**src/rtl/spi_mem_pkg.sv**
```systemverilog
// Shared types for the SPI-to-memory bridge.
//   cmd_e     : 2-bit frame command field
//   state_e   : SPI frame FSM states
//   FRAME_LEN : total serial frame length, {cmd[1:0], payload[DATA_W-1:0]}
package spi_mem_pkg;

  typedef enum logic [1:0] {
    CMD_WR_ADDR = 2'b00,
    CMD_WR_DATA = 2'b01,
    CMD_RD_ADDR = 2'b10,
    CMD_RD_DATA = 2'b11
  } cmd_e;

  typedef enum logic [2:0] {
    IDLE      = 3'd0,
    CHK_CMD   = 3'd1,
    WRITE     = 3'd2,
    READ_ADD  = 3'd3,
    READ_DATA = 3'd4
  } state_e;

  function automatic int FRAME_LEN(input int data_w);
    return data_w + 2;
  endfunction

endpackage

```
**src/rtl/spi_mem_core.sv**
```systemverilog
// Memory core of the SPI bridge: synchronous single-port DATA_W x MEM_DEPTH
// memory plus the write/read address registers.
// Ports:
//   clk, rst_n   : clock, synchronous active-low reset (clears memory too)
//   op_valid     : one-cycle command strobe from the frame decoder
//   op_cmd       : command of the strobed frame
//   op_payload   : payload of the strobed frame
//   rd_next      : pulse at the end of a completed read-out (address advance)
//   wr_in_range  : current write address is below MEM_DEPTH
//   dout         : registered read data (0 for an out-of-range address)
//   tx_valid     : one-cycle pulse, dout holds fresh read data
//   rd_err       : registered with dout, read address was out of range
// Configuration macro: SPI_MEM_AUTOINC_EN (address auto-increment).
//
// Handshake: op_valid is a single-cycle strobe and the core accepts every
// strobe on the edge it is seen (always ready), so no ready signal exists;
// tx_valid is likewise a strobe that the consumer must take when it appears.
module spi_mem_core
  import spi_mem_pkg::*;
#(
  parameter int DATA_W    = 8,
  parameter int MEM_DEPTH = 256,
  parameter int ADDR_W    = $clog2(MEM_DEPTH)
) (
  input  logic              clk,
  input  logic              rst_n,
  input  logic              op_valid,
  input  cmd_e              op_cmd,
  input  logic [DATA_W-1:0] op_payload,
  input  logic              rd_next,
  output logic              wr_in_range,
  output logic [DATA_W-1:0] dout,
  output logic              tx_valid,
  output logic              rd_err
);

  localparam logic [DATA_W:0] DEPTH_V = (DATA_W+1)'(MEM_DEPTH);

  logic [DATA_W-1:0] mem [MEM_DEPTH];
  // Address registers keep the full payload width so an out-of-range value
  // is remembered and can be flagged when it is used.
  logic [DATA_W-1:0] wr_addr;
  logic [DATA_W-1:0] rd_addr;
  logic              rd_in_range;

  assign wr_in_range = ({1'b0, wr_addr} < DEPTH_V);
  assign rd_in_range = ({1'b0, rd_addr} < DEPTH_V);

`ifdef SPI_MEM_AUTOINC_EN
  localparam logic [DATA_W-1:0] LAST_V = DATA_W'(MEM_DEPTH - 1);

  function automatic logic [DATA_W-1:0] wrap_inc(input logic [DATA_W-1:0] a);
    return (a == LAST_V) ? '0 : a + 1'b1;
  endfunction
`else
  logic unused_rd_next;
  assign unused_rd_next = rd_next;
`endif

  always_ff @(posedge clk) begin
    if (!rst_n) begin
      for (int i = 0; i < MEM_DEPTH; i++) mem[i] <= '0;
      wr_addr  <= '0;
      rd_addr  <= '0;
      dout     <= '0;
      tx_valid <= 1'b0;
      rd_err   <= 1'b0;
    end else begin
      tx_valid <= 1'b0;
      if (op_valid) begin
        unique case (op_cmd)
          CMD_WR_ADDR: wr_addr <= op_payload;
          CMD_WR_DATA: begin
            if (wr_in_range) begin
              mem[wr_addr[ADDR_W-1:0]] <= op_payload;
`ifdef SPI_MEM_AUTOINC_EN
              wr_addr <= wrap_inc(wr_addr);
`endif
            end
          end
          CMD_RD_ADDR: rd_addr <= op_payload;
          CMD_RD_DATA: begin
            tx_valid <= 1'b1;
            rd_err   <= !rd_in_range;
            dout     <= rd_in_range ? mem[rd_addr[ADDR_W-1:0]] : '0;
          end
          default: ;
        endcase
      end
`ifdef SPI_MEM_AUTOINC_EN
      // Advance only once the word has been fully shifted out.
      if (rd_next && rd_in_range) rd_addr <= wrap_inc(rd_addr);
`endif
    end
  end

endmodule

```
**src/rtl/spi_mem_wrapper_p.sv**
```systemverilog
// SPI-slave-to-memory bridge. Decodes {cmd[1:0], payload} frames (MSB first)
// into write-address / write-data / read-address / read-data operations on
// spi_mem_core and serializes read data on MISO.
// Ports:
//   clk, rst_n   : clock, synchronous active-low reset
//   MOSI, SS_n   : serial data in, active-low frame select
//   MISO         : serial read data, MSB first, 0 when idle
//   frame_done   : one-cycle pulse per accepted frame
//   frame_err    : one-cycle pulse on command mismatch or address out of range
//   dbg_state    : current FSM state
// Configuration macro: SPI_MEM_AUTOINC_EN (address auto-increment, read
// address stays valid across read-outs). DATA_W must be at least 2.
module spi_mem_wrapper_p
  import spi_mem_pkg::*;
#(
  parameter int DATA_W    = 8,
  parameter int MEM_DEPTH = 256,
  parameter int ADDR_W    = $clog2(MEM_DEPTH)
) (
  input  logic   clk,
  input  logic   rst_n,
  input  logic   MOSI,
  input  logic   SS_n,
  output logic   MISO,
  output logic   frame_done,
  output logic   frame_err,
  output state_e dbg_state
);

  localparam int FL    = FRAME_LEN(DATA_W);
  localparam int CNT_W = $clog2(FL + 1);
  localparam int TXC_W = $clog2(DATA_W + 1);
  localparam logic [CNT_W-1:0] FL_V = CNT_W'(FL);

  state_e            state, state_n;
  logic [CNT_W-1:0]  bit_cnt;
  logic [FL-1:0]     rx_sr;
  logic              rd_addr_vld;
  logic              done;      // frame fully received, waiting for SS_n high
  logic              reading;   // read-out requested and not yet finished
  logic [DATA_W-1:0] tx_sr;
  logic [TXC_W-1:0]  tx_cnt;    // bits still to present after the current one

  logic              shift_en, exec, abort_rd;
  logic              mismatch, op_valid, lsb_load, done_pulse, err_pulse;
  cmd_e              rx_cmd;
  logic [DATA_W-1:0] rx_payload;
  logic              wr_in_range, tx_valid, rd_err;
  logic [DATA_W-1:0] dout;

  assign dbg_state  = state;
  assign rx_cmd     = cmd_e'(rx_sr[FL-1 -: 2]);
  assign rx_payload = rx_sr[DATA_W-1:0];

  always_ff @(posedge clk) begin
    if (!rst_n) state <= IDLE;
    else        state <= state_n;
  end

  // A fully received frame is executed even if SS_n rises on that same
  // cycle; SS_n high only discards a frame that is still short of bits.
  always_comb begin
    state_n  = state;
    shift_en = 1'b0;
    exec     = 1'b0;
    abort_rd = 1'b0;
    unique case (state)
      IDLE: if (!SS_n) state_n = CHK_CMD;
      CHK_CMD: begin
        if (SS_n) state_n = IDLE;
        else begin
          shift_en = 1'b1;
          if (!MOSI)            state_n = WRITE;
          else if (rd_addr_vld) state_n = READ_DATA;
          else                  state_n = READ_ADD;
        end
      end
      WRITE, READ_ADD, READ_DATA: begin
        if (!done) begin
          if (bit_cnt == FL_V) exec = 1'b1;
          else if (SS_n)       state_n = IDLE;
          else                 shift_en = 1'b1;
        end else if (SS_n) begin
          state_n  = IDLE;
          abort_rd = reading;
        end
      end
      default: state_n = IDLE;
    endcase
  end

  assign mismatch = ((state == READ_ADD)  && (rx_cmd == CMD_RD_DATA)) ||
                    ((state == READ_DATA) && (rx_cmd == CMD_RD_ADDR));
  assign op_valid = exec && !mismatch;
  assign lsb_load = reading && (tx_cnt == TXC_W'(1)) && !abort_rd;

  assign done_pulse = (op_valid && (rx_cmd != CMD_RD_DATA) &&
                       ((rx_cmd != CMD_WR_DATA) || wr_in_range)) ||
                      (lsb_load && !rd_err);
  assign err_pulse  = (exec && mismatch) ||
                      (op_valid && (rx_cmd == CMD_WR_DATA) && !wr_in_range) ||
                      (lsb_load && rd_err);

  always_ff @(posedge clk) begin
    if (!rst_n) begin
      bit_cnt     <= '0;
      rx_sr       <= '0;
      rd_addr_vld <= 1'b0;
      done        <= 1'b0;
      reading     <= 1'b0;
      tx_sr       <= '0;
      tx_cnt      <= '0;
      MISO        <= 1'b0;
      frame_done  <= 1'b0;
      frame_err   <= 1'b0;
    end else begin
      frame_done <= done_pulse;
      frame_err  <= err_pulse;

      if (state_n == IDLE) begin
        bit_cnt <= '0;
        done    <= 1'b0;
      end else if (exec) begin
        done <= 1'b1;
      end else if (shift_en) begin
        rx_sr   <= {rx_sr[FL-2:0], MOSI};
        bit_cnt <= bit_cnt + 1'b1;
      end

      if (abort_rd || lsb_load)                       reading <= 1'b0;
      else if (op_valid && (rx_cmd == CMD_RD_DATA))   reading <= 1'b1;

      if (abort_rd)                                   rd_addr_vld <= 1'b0;
      else if (op_valid && (rx_cmd == CMD_RD_ADDR))   rd_addr_vld <= 1'b1;
`ifndef SPI_MEM_AUTOINC_EN
      else if (lsb_load)                              rd_addr_vld <= 1'b0;
`endif

      // Serializer: load MSB on tx_valid, then one bit per cycle.
      if (abort_rd) begin
        tx_cnt <= '0;
        MISO   <= 1'b0;
      end else if (reading && tx_valid) begin
        MISO   <= dout[DATA_W-1];
        tx_sr  <= {dout[DATA_W-2:0], 1'b0};
        tx_cnt <= TXC_W'(DATA_W - 1);
      end else if (tx_cnt != '0) begin
        MISO   <= tx_sr[DATA_W-1];
        tx_sr  <= {tx_sr[DATA_W-2:0], 1'b0};
        tx_cnt <= tx_cnt - 1'b1;
      end else begin
        MISO <= 1'b0;
      end
    end
  end

  spi_mem_core #(
    .DATA_W    (DATA_W),
    .MEM_DEPTH (MEM_DEPTH),
    .ADDR_W    (ADDR_W)
  ) u_core (
    .clk         (clk),
    .rst_n       (rst_n),
    .op_valid    (op_valid),
    .op_cmd      (rx_cmd),
    .op_payload  (rx_payload),
    .rd_next     (lsb_load),
    .wr_in_range (wr_in_range),
    .dout        (dout),
    .tx_valid    (tx_valid),
    .rd_err      (rd_err)
  );

endmodule

```
**config.mk**
```make
export PLATFORM = sky130hd
export DESIGN_NAME = spi_mem_wrapper_p
export DESIGN_NICKNAME = d
export VERILOG_FILES = /design/src/rtl/spi_mem_pkg.sv /design/src/rtl/spi_mem_core.sv /design/src/rtl/spi_mem_wrapper_p.sv
export SDC_FILE = /design/constraint.sdc
export NUM_CORES = 2
export LEC_CHECK = 0
export CAP_MARGIN = 20
export CORE_MARGIN = 2
export CORE_UTILIZATION = 58
export CTS_CLUSTER_SIZE = 14
export DETAILED_ROUTE_END_ITERATION = 8
export PLACE_DENSITY = 0.77
export SYNTH_ARGS = -nofsm -noshare
export SYNTH_HDL_FRONTEND = slang
export SYNTH_SLANG_ARGS = --single-unit
```
**constraint.sdc**
```tcl
create_clock -name clk -period 3.2 [get_ports clk]
set_input_delay 0.64 -clock clk [delete_from_list [all_inputs] [get_ports clk]]
set_output_delay 0.64 -clock clk [all_outputs]
set_load 0.02 [all_outputs]
```
# After elaboration in Yosys (flattened, before gate mapping)
# Memories as Yosys holds them, arrays and structs flattened. A register that Yosys moved wholly into a read port is not among the register bits.
# Cells that the tools add are included.
word_totals:
  n_memories: 1
  regBits: 52
  input_bits: 4
  ramBits: 2048
  wordCells: 102
  output_inout_bits: 6
mem_list:
  columns: ["memory", "depth", "word_bits", "read_ports", "rd_clocked_by_memory_dff", "wr", "line_no", "source"]
  rows:
  - ["u_core.mem", 256, 8, 1, 1, 256, "spi_mem_core.sv:39", "logic [DATA_W-1:0] mem [MEM_DEPTH];"]
classes:
  eq_ne: 10
  bitwise_logic: 4
  mux: 35
  n_addsub: 2
  reduce_logical: 35
ops:
  columns: ["operator", "count"]
  rows:
  - ["$mux 8", 4]
  - ["$mux 3", 9]
  - ["$mux 1", 20]
  - ["$reduce_and 2->1", 6]
  - ["$logic_and 1x1->1", 10]
  - ["$pmux 3 s3", 1]
  - ["$reduce_or 8->1", 1]
  - ["$eq 3x2->1 const B", 2]
  - ["$logic_not 3->1", 2]
  - ["$reduce_or 2->1", 3]
  - ["$reduce_or 3->1", 2]
  - ["$add 4x1->4 const B", 1]
  - ["$eq 2x2->1 const B", 2]
  - ["$eq 4x1->1 const B", 1]
  - ["$eq 4x4->1 const B", 1]
  - ["$not 1->1", 4]
  - ["$reduce_bool 2->1", 2]
  - ["$reduce_bool 4->1", 1]
  - ["$sub 4x1->4 const B", 1]
  - ["$eq 3x1->1 const B", 1]
  - ["$eq 3x3->1 const B", 1]
  - ["$logic_not 1->1", 3]
  - ["$logic_or 1x1->1", 3]
  - ["$reduce_and 3->1", 1]
  - ["4 further kinds", 4]

# Logic depth before layout (Yosys ltp)
depth:
  ltp_word: 10
  mapped_depth: 13

# Cells and area by module
# From an unflattened synthesis, not the netlist that was laid out.
unflattened:
  cells_unflattened: 7199
  hier_area_um2: 99007.5
modules_own_cells:
  columns: ["module", "instances", "cells_each", "area_each_um2", "seq_area_each_um2"]
  rows:
  - ["spi_mem_core", 1, 7002, 97272.0, 61999.5]
  - ["spi_mem_wrapper_p", 1, 197, 1735.4, 680.7]

# Least setup slack after synthesis
# No wires, ideal clock.
synth_path:
  path_type: "register to register"
  from: "reg bit_cnt[0]"
  to: "mem u_core.mem[176][0] (enable)"
  period_less_slack_ps: 3206
  path_buffers: 1
  setup_slack_ps: -6
  arrival_time_ps: 2822
  setup_time_ps: 384
  stages_incl_launch_ff: 10
  cell_sequence: "dfxtp_1 > inv_1 > ha_1 > or4bb_1 > a2111oi_4 > nand2_1 > nor2_1 > nand3_1 > buf_2 > o21ai_0"
synth_lines:
  columns: ["element", "line_no", "source"]
  rows:
  - ["start: declaration", "spi_mem_wrapper_p.sv:36", "logic [CNT_W-1:0] bit_cnt;"]
  - ["start signal: assignment", "spi_mem_wrapper_p.sv:127", "bit_cnt <= bit_cnt + 1'b1;"]
  - ["end: declaration", "spi_mem_core.sv:39", null]

==> run summary <==
Total power divided by cell area: 519.0 nW/um^2
Clock Root Buffer: clkbuf_16
Synth warn: 0
Fmax: 302.9 MHz
Mapped Area: 98230 sq um
Hold Vio Cnt, Final: 0
Failing checks: negative setup slack
Max_slew headroom: 24.56%
Min Clock Period, post-route: 3.301 ns
Critical setup path kind: reg -> reg
Initial Utilization: 58.22%
Initial DRC Count: 8647
Residual DRC: 0
Placement row count: 151
Initial antenna violation count: 8
Overflow after GRT: 0
DR vias/cell: 6.391
Wire per inst: 28.57 um
Top-area cell type share of the netlist area: 62.61%
Worst Max-Slew Pin Slew: 1.132 ns
Dpl cells: 9203
Final setup margin: -0.1015 ns
Yosys top cell by area: edfxtp_1
First-pass GRT wire length: 401.6 mm
Asr flop ratio synth: 0%
# port buffers: 9
Total wire length: 274.7 mm
Drt pass-1 iters: 9
Count leader, synth: and2_1
Pin count of the biggest net entering global routing: 146
Top post-synthesis cells by count: and2_1 (2075), edfxtp_1 (2048), mux4_2 (439)
Worst vdd ir: 0.4432 mV
Critical Path RT: 4.00 ns
Area occupied by multi-input gates: 33110 sq um
Area Growth Syn to Fin: 15.11%
FF-to-FF End: u_core.dout[4]
Post-Syn Nets: 6711
Die Wd: 415.5 um
Top cells by area, synth: edfxtp_1 (63%), and2_1 (13%), mux4_2 (10%)
Synth unique cells: 76
Layout Nets: 7222
Worst hold path type: in -> reg
Lkg Pwr: 38.58 nW
Clock Tree Buf Depth: 3
Clk_lat worst skew: 0.87 ns
Max-cap violations: 0
CTS tree: yes
DP Worst Slack: -0.3455 ns
Critical path capture point: u_core.dout[4]
Post-synthesis sequential area ratio: 63.81%
GP Congestion: 0.9444
Reg2reg setup slack: -0.10 ns
CTS Buf Count: 205
Share of cells above drive strength 1: 24.38%
Layout fillers: 10930
# IOs: 10
Status: finished with violations
Post-Layout Cell Count: 9612
Synth Instances: 6702
Post-route ant nets: 0
Crit Path Max Fanout: 13
Clk sink count: 2107
Worst Setup SP: u_core.rd_addr[2]
Most used DFF post-synth: edfxtp_1
Data arrival, critical path: 4.10 ns
Reg2Reg Depth: 9
Final hold slack: 0.1807 ns
Die Ht: 415.5 um
Via count: 61430
Flip-flop and latch area: 62730 sq um
Clock skew: 0.04442 ns
Startpoint Class: register
Overall global routing resource usage: 31.63%
Total core area: 168700 sq um
Slew Limit Fails: 0
Syn Area/Cell: 14.66 sq um
Htree depth: 4
CP Capture Type: register
Die area: 172700 sq um
Final Setup Violations: 3
Number of global-route vias before repair: 60880
#FFs+latches synth: 2107
Worst-path clk slew: 0.06 ns
R2R Path Start: u_core.rd_addr[2]
Fin crit share: 103.2%
DP HPWL: 180.2 mm
Number of enable flip-flop cells after synthesis: 2048
report_power, final:
group          switching [mW]  leakage (nW)  total, mW  internal, mW
sequential              0.500          19.9       32.0          31.5
clock                    10.6          3.30       24.6          14.0
combinational            1.17          15.4       2.02         0.848
critical path, cell delays in order (launching register included):
cell,delay (ns)
dfxtp_4,0.49
nand2_2,0.36
buf_4,0.36
buf_4,0.21
o221ai_1,0.32
o21ai_0,0.21
o2bb2ai_1,0.30
a2111oi_1,0.58
a31oi_2,0.26
o21ai_0,0.13
what timing repair did:
action | in CTS | in global routing
hold buffers | 0 | 0
gates resized for setup | 26 | 67
endpoints found under the hold margin | 0 | 0
endpoints found under the setup margin | 667 | 1455
gates cloned | 0 | 4
pin swaps | 0 | 3
buffers inserted | 1 | 16
how the worst min path moves through the flow:
| stage | to | depth (start not counted) | slack, ns | startpoint |
|---|---|---|---|---|
| finish | u_core.wr_addr[2] | 2 | 0.18 | rst_n |
| global route | u_core.wr_addr[2] | 2 | 0.15 | rst_n |
| CTS | u_core.wr_addr[1] | 2 | 0.13 | rst_n |
| detailed placement | u_core.dout[5] | 1 | 0.47 | u_core.dout[5] |
| global placement | u_core.dout[5] | 1 | 0.47 | u_core.dout[5] |
| floorplan | MISO | 2 | 0.43 | u_core.dout[7] |
cells in the final DEF, fill, tap and decap left out, types with 28 or more instances in the layout:
cell / n
and2_1: 2074
edfxtp_1: 2048
buf_4: 761
mux4_2: 439
o21ai_0: 263
mux2i_1: 236
nor2_1: 213
clkbuf_16: 212
nand2_1: 104
o22ai_1: 85
buf_12: 79
nor2_2: 68
clkinv_1: 56
a21oi_1: 53
nor2_4: 52
dfxtp_1: 46
clkinv_2: 38
clkbuf_1: 36
o21ai_1: 34
o221ai_1: 34
nor2b_1: 28
flip-flops by register name (all words and copies together) (netlist names):
register	count
tx_sr	7
u_core.tx_valid	1
u_core.rd_addr	8
u_core.dout	8
tx_cnt	4
reading	1
MISO	1
u_core.wr_addr	8
dbg_state	3
rd_addr_vld	1
rx_sr	10
frame_err	1
u_core.mem	2048
bit_cnt	4
done	1
frame_done	1
cells by family after synthesis:
kind of cell	share of synthesized area, %
simple gates	16.76
mux	12.61
fa+ha+maj	0.06369
compound gates	3.951
flops	63.81
xor+xnor	0.05350
buf+inv	2.751
layout make-up:
| type | count | share of cell area [%] |
|---|---|---|
| tap | 2218 | 2.454 |
| antenna | 3 | 0.006640 |
| clock buffer | 247 | 4.759 |
| inverter | 7 | 0.02767 |
| clock inverter | 138 | 1.232 |
| multi-input combinational | 4029 | 29.28 |
| sequential | 2107 | 55.48 |
| timing repair buffer | 863 | 6.760 |
routing by layer:
metal | up-vias | wire, um | track usage [%]
met5 | - | 26 | 0
met4 | 4 | 15850 | 15.99
met3 | 778 | 33370 | 7.502
met2 | 4107 | 127600 | 49.13
met1 | 30820 | 97810 | 42.11
li1 | 25720 | - | -
per-stage QoR:
stage	utilization, %	TNS [ns]	cell area [sq um]	power, mW
floorplan	-	-0.5388	98230	33.48
CTS	66.79	0	112700	58.69
detailed placement	62.73	-7.091	105800	34.53
finish	67.02	-0.1482	113100	58.68
global placement	62.73	-2.680	105800	34.38
global route	67.01	-0.05537	113100	60.01
Note: power is estimated with default switching activity, not from simulation.
==> variant, RTL diff (same settings) <==
Build with the macro `SPI_MEM_AUTOINC_EN` defined.
--- a/src/rtl/spi_mem_core.sv
+++ b/src/rtl/spi_mem_core.sv
@@ -17,2 +17,4 @@
 // tx_valid is likewise a strobe that the consumer must take when it appears.
+`define SPI_MEM_AUTOINC_EN
+
 module spi_mem_core
Function: not settled (the Yosys comparison gave no result); the edit may change what the design does.
==> variant against the unedited design <==
The flow still finishes with violations (setup timing); final area is 4.1% lower; fmax is 3.0% higher; total power is 0.15% higher; sequential share of layout area is 2.4 points higher; sequential cell count stayed put; worst setup slack better by 0.097 ns; synthesized area hardly changed; wire length is 1.0% lower; non-clock buffer count is 459 lower; synthesized cell count is 6.1% higher; worst hold slack worse by 0.076 ns.
==> variant: results (changes against the unedited design) <==
* Static leakage power: 41.2 nW (+6.7%)
- The adder-cell area share of the yosys netlist is 0.127% (+0.064 points).
- Post-route setup slack: -0.00494 ns (+0.0966 ns)
- Number of cells traversed by the worst register-to-register path: 8 (-1)
- The first-iteration detailed-routing DRC count is 10400 (+20%).
- The xor-xnor portion of the synthesized cell area was 0.0714% (+0.018 points).
* Sum of negative setup slack: -0.00494 ns (+0.143 ns)
- Slowest library cell on the worst path: sky130_fd_sc_hd__a221oi_1
- The post-CTS setup-driven buffer insertion count was 0 (-1).
- The vias after detailed routing is 63900 (+4.1%).
- Drt via density: 6.92 (+8.3%)
- Following the worst setup path forward leads to its endpoint at u_core.dout[2].
* Global routing usage on met1: 41.9% (-0.18 points)
- Transition time at the pin with the least slew margin: 1.04 ns (-0.0911 ns)
* Cts bufs inserted: 209 (+2.0%)
* Hold Path End: u_core.wr_addr[0]
* Synth Area in Compound Gates: 3.82% (-0.13 points)
* Worst slack on hold paths: 0.105 ns (-0.0755 ns)
- Dpl cell area: 0.101 sq mm (-4.2%)
- The final reports fail on setup timing.
- The total half-perimeter wirelength after legalization and detailed placement was 168000 microns (-6.7%).
- The detailed-routed wire length on met3 is 34400 microns (+3.0%).
* EDFF count, synth: 2048 (unchanged)
* Cell count after placement: 8840 (-3.9%)
* Arrival time reported for the critical path endpoint: 3.98 ns (-0.12 ns)
- The number of global-route vias before repair was 62600 (+2.9%).
- Met2 Track Usage GR: 48.9% (-0.24 points)
* Final setup violation count: 1 (-2)
- The instance count of the mapped netlist came to 7111 (+6.1%).
* Result of the run: finished with violations
- Global-route usage over all layers: 31.2% (-0.46 points)
- Sequential cell area fraction in the yosys report: 63.8% (about the same)
* Reg2Reg Launch Point: u_core.rd_addr[1]
* Met1 wire length: 95800 microns (-2.1%)
- Yosys attributes the largest share of cell area to sky130_fd_sc_hd__edfxtp_1 63%, sky130_fd_sc_hd__and3_1 11%, sky130_fd_sc_hd__mux4_2 9.6%.
* Met3 capacity usage during global routing: 7.26% (-0.25 points)
* Distinct cell type count of the synthesized netlist: 72 (-5.3%)
* Layout Nets: 6847 (-5.2%)
- The fraction of registers with async set/reset came to 0% (unchanged).
- Setup slack after placement: -0.140 ns (+0.206 ns)
* Fraction of final layout cells sized beyond drive strength 1: 17.0% (-7.3 points)
- Metal2 WL: 129000 microns (+1.2%)
- The pin count of the biggest net entering global routing is 136 (-6.8%).
* Wirelength, routed: 272000 microns (-1.0%)
- Wire length of the first global-routing pass: 403000 microns (+0.38%)
## variant: changes by cell type in the layout (fill, tap and decap cells not counted), sizes merged, moves of 21 or more
cell / change
o22ai: -38
o21ai: -209
and3: +1646
buf: -454
nor2: -27
nor3: +41
a2111oi: -25
o221ai: +60
nand2: +454
and2: -1893
mux4: -21
a21oi: +38
mux2i: -26
a22oi: +44
## variant: report_power, final
group	switching [W]	internal, W	leakage, nW
logic	0.00124	0.000623	17.9
registers	0.000436	0.0315	20.0
clock network	0.0109	0.0141	3.36
## variant: layout make-up
cell class / count / area [sq um]
sequential: 2107 / 62700
fill: 11400 / 60300
multi-input combinational: 4096 / 31700
clock buffer: 272 / 5540
timing repair buffer: 404 / 4200
tap: 2218 / 2780
clock inverter: 123 / 1390
inverter: 15 / 65.1
antenna: 2 / 5.00
## variant: what timing repair did
action	4_1_cts	5_1_grt
gates resized for setup	4	12
gates cloned	0	0
pin swaps	0	1
hold endpoints to repair	0	0
hold buffers	0	0
setup endpoints to repair	4	6
